[src/rtl/elem_stream_ctrl.sv]
// rtl/elem_stream_ctrl.sv - credit-gated stream front/back-end for int8 elementwise pipelines
//
// Accepts a ready/valid stream of int8 operand pairs and issues them to a
// non-stalling fixed-latency element pipeline. The pipeline's valid-only
// result stream is captured in a result FIFO and re-emitted as a ready/valid
// stream, with m_last marking the job's final result.
//
// Optional feature macro: ELEM_STREAM_ERR_EN
//   defined   : err is a sticky protocol error flag
//   undefined : err is tied to 0 and offending results are silently dropped
//
// Ports:
//   clk, rst           clock (rising edge), asynchronous active-low reset
//   start, len         job start pulse and element count (sampled in IDLE)
//   busy, done         job active (RUN/DRAIN), one-cycle completion pulse
//   s_valid, s_ready   operand stream handshake
//   s_in1, s_in2       signed int8 operands
//   pe_valid           element pipeline input_valid
//   pe_in1, pe_in2     element pipeline operands (registered)
//   pe_out_valid       element pipeline result valid
//   pe_out             element pipeline result
//   m_valid, m_ready   result stream handshake
//   m_data, m_last     result and end-of-job marker
//   err                sticky protocol error flag

module elem_stream_ctrl #(
  parameter int DEPTH = 16,
  parameter int LEN_W = 16
) (
  input  logic              clk,
  input  logic              rst,
  input  logic              start,
  input  logic [LEN_W-1:0]  len,
  output logic              busy,
  output logic              done,
  input  logic              s_valid,
  output logic              s_ready,
  input  logic signed [7:0] s_in1,
  input  logic signed [7:0] s_in2,
  output logic              pe_valid,
  output logic signed [7:0] pe_in1,
  output logic signed [7:0] pe_in2,
  input  logic              pe_out_valid,
  input  logic [7:0]        pe_out,
  output logic              m_valid,
  input  logic              m_ready,
  output logic [7:0]        m_data,
  output logic              m_last,
  output logic              err
);

  localparam int AW = $clog2(DEPTH);
  localparam logic [LEN_W-1:0] DEPTH_L  = LEN_W'(DEPTH);
  localparam logic [LEN_W-1:0] ONE_L    = LEN_W'(1);
  localparam logic [AW:0]      FULL_CNT = (AW + 1)'(DEPTH);
  localparam logic [AW:0]      ONE_P    = (AW + 1)'(1);

  typedef enum logic [1:0] {
    IDLE  = 2'd0,
    RUN   = 2'd1,
    DRAIN = 2'd2
  } state_t;

  state_t state, state_nxt;

  logic [LEN_W-1:0] len_q;
  logic [LEN_W-1:0] issued;
  logic [LEN_W-1:0] returned;
  logic [LEN_W-1:0] popped;
  logic [LEN_W-1:0] outstanding;

  logic [7:0]  mem [DEPTH];
  logic [AW:0] wr_ptr;
  logic [AW:0] rd_ptr;
  logic [AW:0] fifo_cnt;
  logic        fifo_empty;
  logic        fifo_full;

  logic start_acc;
  logic job_go;
  logic fire;
  logic pop;
  logic push;
  logic inflight_nz;
  logic last_issue;
  logic last_pop;

  // ---------------------------------------------------------------------
  // Shared decode
  // ---------------------------------------------------------------------
  assign start_acc   = (state == IDLE) && start;
  assign job_go      = start_acc && (len != '0);
  assign outstanding = issued - popped;
  assign inflight_nz = (issued != returned);

  assign fifo_cnt    = wr_ptr - rd_ptr;
  assign fifo_empty  = (wr_ptr == rd_ptr);
  assign fifo_full   = (fifo_cnt == FULL_CNT);

  assign fire        = s_valid && s_ready;
  assign pop         = m_valid && m_ready;
  assign last_issue  = fire && (issued == len_q - ONE_L);
  assign last_pop    = pop && (popped == len_q - ONE_L);

  // A result is only accepted while a job is active and something is
  // actually in flight; a full FIFO may still take a push if it pops in
  // the same cycle. Anything else (stale results after a reset, spurious
  // valids) is dropped.
  assign push = pe_out_valid && busy && inflight_nz && (!fifo_full || pop);

  // ---------------------------------------------------------------------
  // FSM: state register
  // ---------------------------------------------------------------------
  always_ff @(posedge clk or negedge rst) begin
    if (!rst) begin
      state <= IDLE;
    end else begin
      state <= state_nxt;
    end
  end

  // ---------------------------------------------------------------------
  // FSM: next-state logic
  // ---------------------------------------------------------------------
  always_comb begin
    state_nxt = state;
    case (state)
      IDLE:    if (job_go)     state_nxt = RUN;
      RUN:     if (last_issue) state_nxt = DRAIN;
      DRAIN:   if (last_pop)   state_nxt = IDLE;
      default:                 state_nxt = IDLE;
    endcase
  end

  // ---------------------------------------------------------------------
  // FSM: outputs
  // ---------------------------------------------------------------------
  // Issue credit: never let more than DEPTH elements be between issue and
  // pop, so every result the pipeline returns has a FIFO slot waiting.
  always_comb begin
    busy    = (state != IDLE);
    s_ready = (state == RUN) && (issued < len_q) && (outstanding < DEPTH_L);
  end

  // ---------------------------------------------------------------------
  // Job length and element counters
  // ---------------------------------------------------------------------
  always_ff @(posedge clk or negedge rst) begin
    if (!rst) begin
      len_q    <= '0;
      issued   <= '0;
      returned <= '0;
      popped   <= '0;
    end else if (job_go) begin
      len_q    <= len;
      issued   <= '0;
      returned <= '0;
      popped   <= '0;
    end else begin
      if (fire) issued   <= issued + ONE_L;
      if (push) returned <= returned + ONE_L;
      if (pop)  popped   <= popped + ONE_L;
    end
  end

  // ---------------------------------------------------------------------
  // Operand issue register towards the element pipeline
  // ---------------------------------------------------------------------
  always_ff @(posedge clk or negedge rst) begin
    if (!rst) begin
      pe_valid <= 1'b0;
      pe_in1   <= '0;
      pe_in2   <= '0;
    end else begin
      pe_valid <= fire;
      if (fire) begin
        pe_in1 <= s_in1;
        pe_in2 <= s_in2;
      end
    end
  end

  // ---------------------------------------------------------------------
  // Result FIFO
  // ---------------------------------------------------------------------
  always_ff @(posedge clk or negedge rst) begin
    if (!rst) begin
      wr_ptr <= '0;
      rd_ptr <= '0;
    end else if (job_go) begin
      wr_ptr <= '0;
      rd_ptr <= '0;
    end else begin
      if (push) wr_ptr <= wr_ptr + ONE_P;
      if (pop)  rd_ptr <= rd_ptr + ONE_P;
    end
  end

  // Storage carries no reset; the head is masked while the FIFO is empty.
  always_ff @(posedge clk) begin
    if (push) begin
      mem[wr_ptr[AW-1:0]] <= pe_out;
    end
  end

  assign m_valid = !fifo_empty;
  assign m_data  = m_valid ? mem[rd_ptr[AW-1:0]] : 8'h00;
  assign m_last  = m_valid && (popped == len_q - ONE_L);

  // ---------------------------------------------------------------------
  // Completion pulse: a zero-length start completes immediately, otherwise
  // the cycle after the final result leaves on the m stream.
  // ---------------------------------------------------------------------
  always_ff @(posedge clk or negedge rst) begin
    if (!rst) begin
      done <= 1'b0;
    end else begin
      done <= (start_acc && (len == '0)) || ((state == DRAIN) && last_pop);
    end
  end

  // ---------------------------------------------------------------------
  // Protocol error flag
  // ---------------------------------------------------------------------
`ifdef ELEM_STREAM_ERR_EN
  logic err_evt;

  assign err_evt = pe_out_valid && (!busy || !inflight_nz || (fifo_full && !pop));

  // Any start taken in IDLE clears the flag, even if a violation lands in
  // the same cycle.
  always_ff @(posedge clk or negedge rst) begin
    if (!rst) begin
      err <= 1'b0;
    end else if (start_acc) begin
      err <= 1'b0;
    end else if (err_evt) begin
      err <= 1'b1;
    end
  end
`else
  assign err = 1'b0;
`endif

endmodule

[config.mk]
export PLATFORM = sky130hd
export DESIGN_NAME = elem_stream_ctrl
export DESIGN_NICKNAME = d
export VERILOG_FILES = /design/src/rtl/elem_stream_ctrl.sv
export SDC_FILE = /design/constraint.sdc
export NUM_CORES = 1
export LEC_CHECK = 0
export ABC_CLOCK_PERIOD_IN_PS = 4100
export CAP_MARGIN = 20
export CORE_ASPECT_RATIO = 0.7
export CORE_MARGIN = 2
export CORE_UTILIZATION = 60
export DETAILED_ROUTE_END_ITERATION = 10
export PLACE_DENSITY = 0.81
export SLEW_MARGIN = 20
export SYNTH_ARGS = -nofsm -noshare
export SYNTH_HDL_FRONTEND = slang
export SYNTH_SLANG_ARGS = --single-unit
export TNS_END_PERCENT = 5
[constraint.sdc]
create_clock -name clk -period 4.1 [get_ports clk]
set_input_delay 0.41 -clock clk [delete_from_list [all_inputs] [get_ports clk]]
set_output_delay 0.41 -clock clk [all_outputs]
set_load 0.005 [all_outputs]
## Yosys cells after proc, flatten, opt, wreduce, memory -nomap -nowiden

Memories as Yosys holds them, arrays and structs flattened.
Cells that the tools add are included.

| storage, ports and cells | value |
|---|---|
| output and inout port bits | 31 |
| register bits after elaboration | 94 |
| memories | 1 |
| RAM bits | 128 |
| input port bits | 46 |

| operators by class | value |
|---|---|
| $add $sub $neg | 8 |
| $lt $le $gt $ge | 2 |
| reduce and logical (&&, ||, !) cells | 26 |
| muxes and demuxes | 17 |
| equal/unequal tests | 10 |

Memory list:

| name | words | bits a word | rd ports | clocked after Yosys merged registers in | wr ports | line | text |
|---|---|---|---|---|---|---|---|
| mem | 16 | 8 | 1 | 0 | 1 | 72 | `logic [7:0] mem [DEPTH];` |

Operators by type and width:

| cell | count |
|---|---|
| 2-to-1 mux 16 bit | 6 |
| adder 16 x 1 -> 16 bit (second input constant) | 3 |
| equality test 16 bit | 2 |
| 2-to-1 mux 5 bit | 4 |
| zero test 16 bit | 1 |
| less-than comparator 16 bit | 1 |
| less-than comparator 16 x 5 -> 1 bit (second input constant) | 1 |
| inequality test 16 bit | 1 |
| nonzero test 16 bit | 1 |
| subtractor 16 x 1 -> 16 bit (second input constant) | 1 |
| subtractor 16 bit | 1 |
| logical AND 1 bit | 14 |
| adder 5 x 1 -> 5 bit (second input constant) | 2 |
| 2-to-1 mux 8 bit | 1 |
| nonzero test 2 bit | 4 |
| 2-to-1 mux 2 bit | 3 |
| inequality test 2 bit (second input constant) | 3 |
| case mux 2 bit (3 select lines) | 1 |
| equality test 5 bit | 1 |
| equality test 5 bit (second input constant) | 1 |
| subtractor 5 bit | 1 |
| AND reduction 3 bit | 1 |
| equality test 2 x 1 -> 1 bit (second input constant) | 1 |
| equality test 2 bit (second input constant) | 1 |
| other kinds (4) | 7 |

## Longest topological paths before layout

Gate-level depths: netlist (run 1).

| logic depth | value |
|---|---|
| word-level depth | 7 |
| depth in mapped cells | 13 |
| gate-level depth less buffers | 10 |

## Worst setup path before layout (run 1)

No wires, ideal clock.

| timing | value |
|---|---|
| path type | register to register |
| start point | register rd_ptr[1] |
| end point | memory mem[0][0], enable pin |
| path buffers | 3 |
| cell stages (with the launch flop) | 12 |
| setup slack | 0.446 ns |
| arrival | 3.271 ns |
| setup time | 0.383 ns |
| path through | dfrtp_1 -> clkbuf_1 -> buf_1 -> inv_1 -> ha_1 -> nand2_1 -> o31a_1 -> a21oi_1 -> a211oi_1 -> clkbuf_1 -> nand2_1 -> nor3_1 |

| between the ends | value |
|---|---|
| cells in the longest elaborated chain, start to end | 7 |
| elaborated cells between the ends (all ways) | 10 |

RTL lines:

| element | line | text |
|---|---|---|
| start, declared | 74 | `logic [AW:0] rd_ptr;` |
| start signal, assigned | 195 | `if (pop) rd_ptr <= rd_ptr + ONE_P;` |
| subtractor 5 bit / equality test 5 bit (equally long branches) | 96, 97 |  |
| equality test 5 bit / zero test 1 bit (equally long branches) | 98, 206 |  |
| zero test 1 bit / logical AND 1 bit (equally long branches) | 109, 101 |  |
| logical OR 1 bit (*) | 109 | `assign push = pe_out_valid && busy && inflight_nz && (!fifo_full \|\| pop);` |
| logical AND 1 bit (*) | 109 |  |
| 2-to-1 mux 1 bit (*) | 201 | `if (push) begin` |
| 2-to-1 mux 1 bit (not written as such) (*) | 202 | `mem[wr_ptr[AW-1:0]] <= pe_out;` |
| end, declared | 72 |  |

Every way passes the cells marked *; elsewhere a longest branch is shown, timed or not.

## Worst setup path in the final report (run 1)

| timing | value |
|---|---|
| start point | register len_q[7] |
| end point | output port m_last |

| between the ends | value |
|---|---|
| cells in the longest elaborated chain, start to end | 3 |

RTL lines:

| element | line | text |
|---|---|---|
| start, declared | 66 | `logic [LEN_W-1:0] len_q;` |
| start signal, assigned | 155 | `len_q <= len;` |
| subtractor 16 x 1 -> 16 bit | 208 | `assign m_last = m_valid && (popped == len_q - ONE_L);` |
| equality test 16 bit | 208 |  |
| logical AND 1 bit | 208 |  |
| end, declared | 48 | `output logic m_last,` |

Every way passes these cells.

==> reports/results.txt, run 1 <==
Outcome - finished, violations left
Failing checks - negative setup slack
Crit-path max FO - 9
CTS Hold Bufs - 0
Total power - 0.00651 W
CP endpoint kind - output pin
CTS Buf Count - 22
Tot GR Track Use - 31.0%
DR WL/cell - 22.9 µm
First-pass GRT wire length - 48100 µm
Initial core utilization - 61.7%
Die area - 0.0207 mm²
Top post-synthesis cells by area - edfxtp_1, dfrtp_1, mux4_2
Hold Fails Final Rpt - 0
Yosys reg bits - 222
Hpwl dp - 21200 µm
WP data arrival - 3.73 ns
Flop-to-flop setup slack - 0.52 ns
Fillers - 1281
CTS tree - done
Reg2Reg Depth - 9
Dpl ws - 0.341 ns
Die X - 171 µm
Clock-pin slew on the worst setup and hold paths - 0.07 ns
Main synth FF type - edfxtp_1
CP startpoint kind - flip-flop
Period Utilization, post-route - 101%
Design Area, Final - 0.0138 mm²
Yosys top cell by area - edfxtp_1
Final #Nets - 1155
Number of I/O pins - 77
Number of global-route vias before repair - 8418
Cell chosen for the clock root - clkbuf_16
Worst-Margin Slew - 1.00 ns
Max Cap Violations - 0
Largest net degree at the start of global routing - 75
Worst EP required - 3.69 ns
Relative slew slack - 33.1%
RR Startpoint - rd_ptr[2]
Post-synth EDFFs - 128
Vias post-DR - 8439
Critical path class - flip-flop to output pin
Critical R2R Capture - mem[11][6]
RSZ-0062 raised after global routing - true
Leak - 5.41 nW
Syn Area/Cell - 11.9 µm²
Drt drc - 0
Post-Synthesis Cells - 982
Cell Area, Placed - 0.0128 mm²
Clk Latency, worst-skew pair - 0.51 ns
RD Place Congestion - 0.939
Min Tclk post-route - 4.14 ns
Antenna Cells - 0
Final ANT Viol Nets - 0
Initial antenna violation count - 0
First-pass DRT Iterations - 5
P&R area growth vs syn - 17.4%
Standard-cell rows - 42
Final setup vio count - 1
Net count after synthesis - 1071
Post-synth top area share - 32.8%
Share of cells above drive strength 1 - 14.9%
Fraction of registers with async set/reset - 42.3%
Clk sinks - 222
Global-route congestion overflow total - 0
H-tree depth - 1
Fin Clk Skew - 0.0127 ns
Pwr dens - 473 mW/mm²
Type of the worst min-delay path - input port to asynchronous set/reset pin
Commonest cells post-synth - edfxtp_1, dfrtp_1, nand2_1, xnor2_1, nor2_1
First DRT Iteration DRCs - 931
I/O Buffers - 75
Mapped cell area - 0.0117 mm²
Core Area - 0.0190 mm²
Register area share after synthesis - 52.8%
Slew Limit Fails - 0
Setup ws final - -0.0403 ns
Routed WL - 30900 µm
Clk buf depth - 3
Hold slack - 0.0214 ns
Max VDD drop - 0.409 mV
Ys Warns - 0
Count leader, synth - edfxtp_1
Die Span Y - 121 µm
Vias per std cell - 6.27
Netlist cell types - 65
Highest Clock Rate - 242 MHz
state kept, by name, summed over array words and instances, names as in the netlist:
| name | flops |
|---|---|
| mem | 128 |
| issued | 16 |
| len_q | 16 |
| popped | 16 |
| returned | 16 |
| pe_in1 | 8 |
| pe_in2 | 8 |
| rd_ptr | 5 |
| wr_ptr | 5 |
| state | 2 |
| done | 1 |
| pe_valid | 1 |
worst max-delay path, stage by stage, from the launching register on:
cell,delay (ns)
dfrtp_2,0.48
or4_4,0.58
or4_4,0.50
xnor2_4,0.18
xnor2_1,0.14
o21ai_0,0.12
a2111oi_2,0.38
buf_4,0.19
and2_1,0.14
clkdlybuf4s50_1,0.50
cells by family after synthesis:
group                      count (synthesis)  share of synthesized area [%]
AOI/OAI and AO/OA                        119                           6.37
muxes                                     74                           10.8
DFF                                      222                           52.8
xor gates and xnor gates                  97                           7.52
adders and majority gates                 43                           4.59
and+or+nand+nor                          328                           14.6
buffers and inverters                     98                           3.36
other                                      1                         0.0320
through the flow:
step	setup TNS [ns]	utilization, %	cells
after CTS	0	71.9	1342
after floorplan	0	-	982
after global placement	0	67.4	1301
after detailed placement	0	67.4	1301
after global routing	-0.236	72.4	1345
final	-0.0403	72.4	1345
layer usage:
layer,routed length [µm],part of all wire [%],up-vias,GRT usage [%]
met3,3720,12,49,8.68
met4,495,1.6,0,5.56
met1,13200,43,4134,47.2
met5,0,0,-,0
li1,-,-,3783,-
met2,13500,44,473,45.2
what timing repair did:
| item | CTS | global route |
|---|---|---|
| pin swaps | 5 | 0 |
| resized for setup | 11 | 15 |
| gates cloned | 0 | 0 |
| setup endpoints to repair | 2 | 2 |
| setup buffers | 2 | 3 |
report_power, final:
part | internal [W] | total [W] | switching (W)
clock | 0.00137 | 0.00225 | 0.000876
combinational | 0.000874 | 0.00168 | 0.000808
sequential | 0.00244 | 0.00259 | 0.000145
total | 0.00469 | 0.00651 | 0.00183
area by class of cell:
cell class	instances	area, µm²	area share [%]
clock inverter	15	246	1.79
sequential	222	6200	45.0
multi-input combinational	662	5260	38.2
inverter	52	195	1.42
tap	264	330	2.40
timing repair buffer	106	981	7.12
clock buffer	24	558	4.05
cell usage in the layout (no fill, tap or decap), types with 22 or more instances in the layout:
master | Yosys | layout
buf_4 | 3 | 32
clkbuf_16 | 0 | 22
clkdlybuf4s50_1 | 0 | 74
dfrtp_1 | 94 | 87
edfxtp_1 | 128 | 128
ha_1 | 43 | 43
inv_1 | 51 | 51
mux4_2 | 40 | 40
nand2_1 | 77 | 77
nand4_1 | 28 | 28
nor2_1 | 67 | 67
nor3_1 | 37 | 34
o21ai_0 | 41 | 39
xnor2_1 | 77 | 74
worst max-delay path by stage:
stage                   start   endpoint  slack, ns  depth (start not counted)
floorplan           rd_ptr[1]  mem[0][0]       0.45                         11
global placement     len_q[9]     m_last       0.41                          9
detailed placement   len_q[9]     m_last       0.34                          9
CTS                 len_q[11]     m_last      0.008                          9
global route         len_q[0]     m_last      -0.13                         11
finish               len_q[7]     m_last      -0.04                          9
(Power assumes the default switching activity.)
==> run 2: changes to the inputs <==
--- a/config.mk
+++ b/config.mk
@@ -5,7 +5,6 @@
 export SDC_FILE = /design/constraint.sdc
 export NUM_CORES = 1
 export LEC_CHECK = 0
-export ABC_CLOCK_PERIOD_IN_PS = 4100
 export CAP_MARGIN = 20
 export CORE_ASPECT_RATIO = 0.7
 export CORE_MARGIN = 2
==> results of run 2 <==
No change in the layout: final DEF, timing and power equal those of run 1.
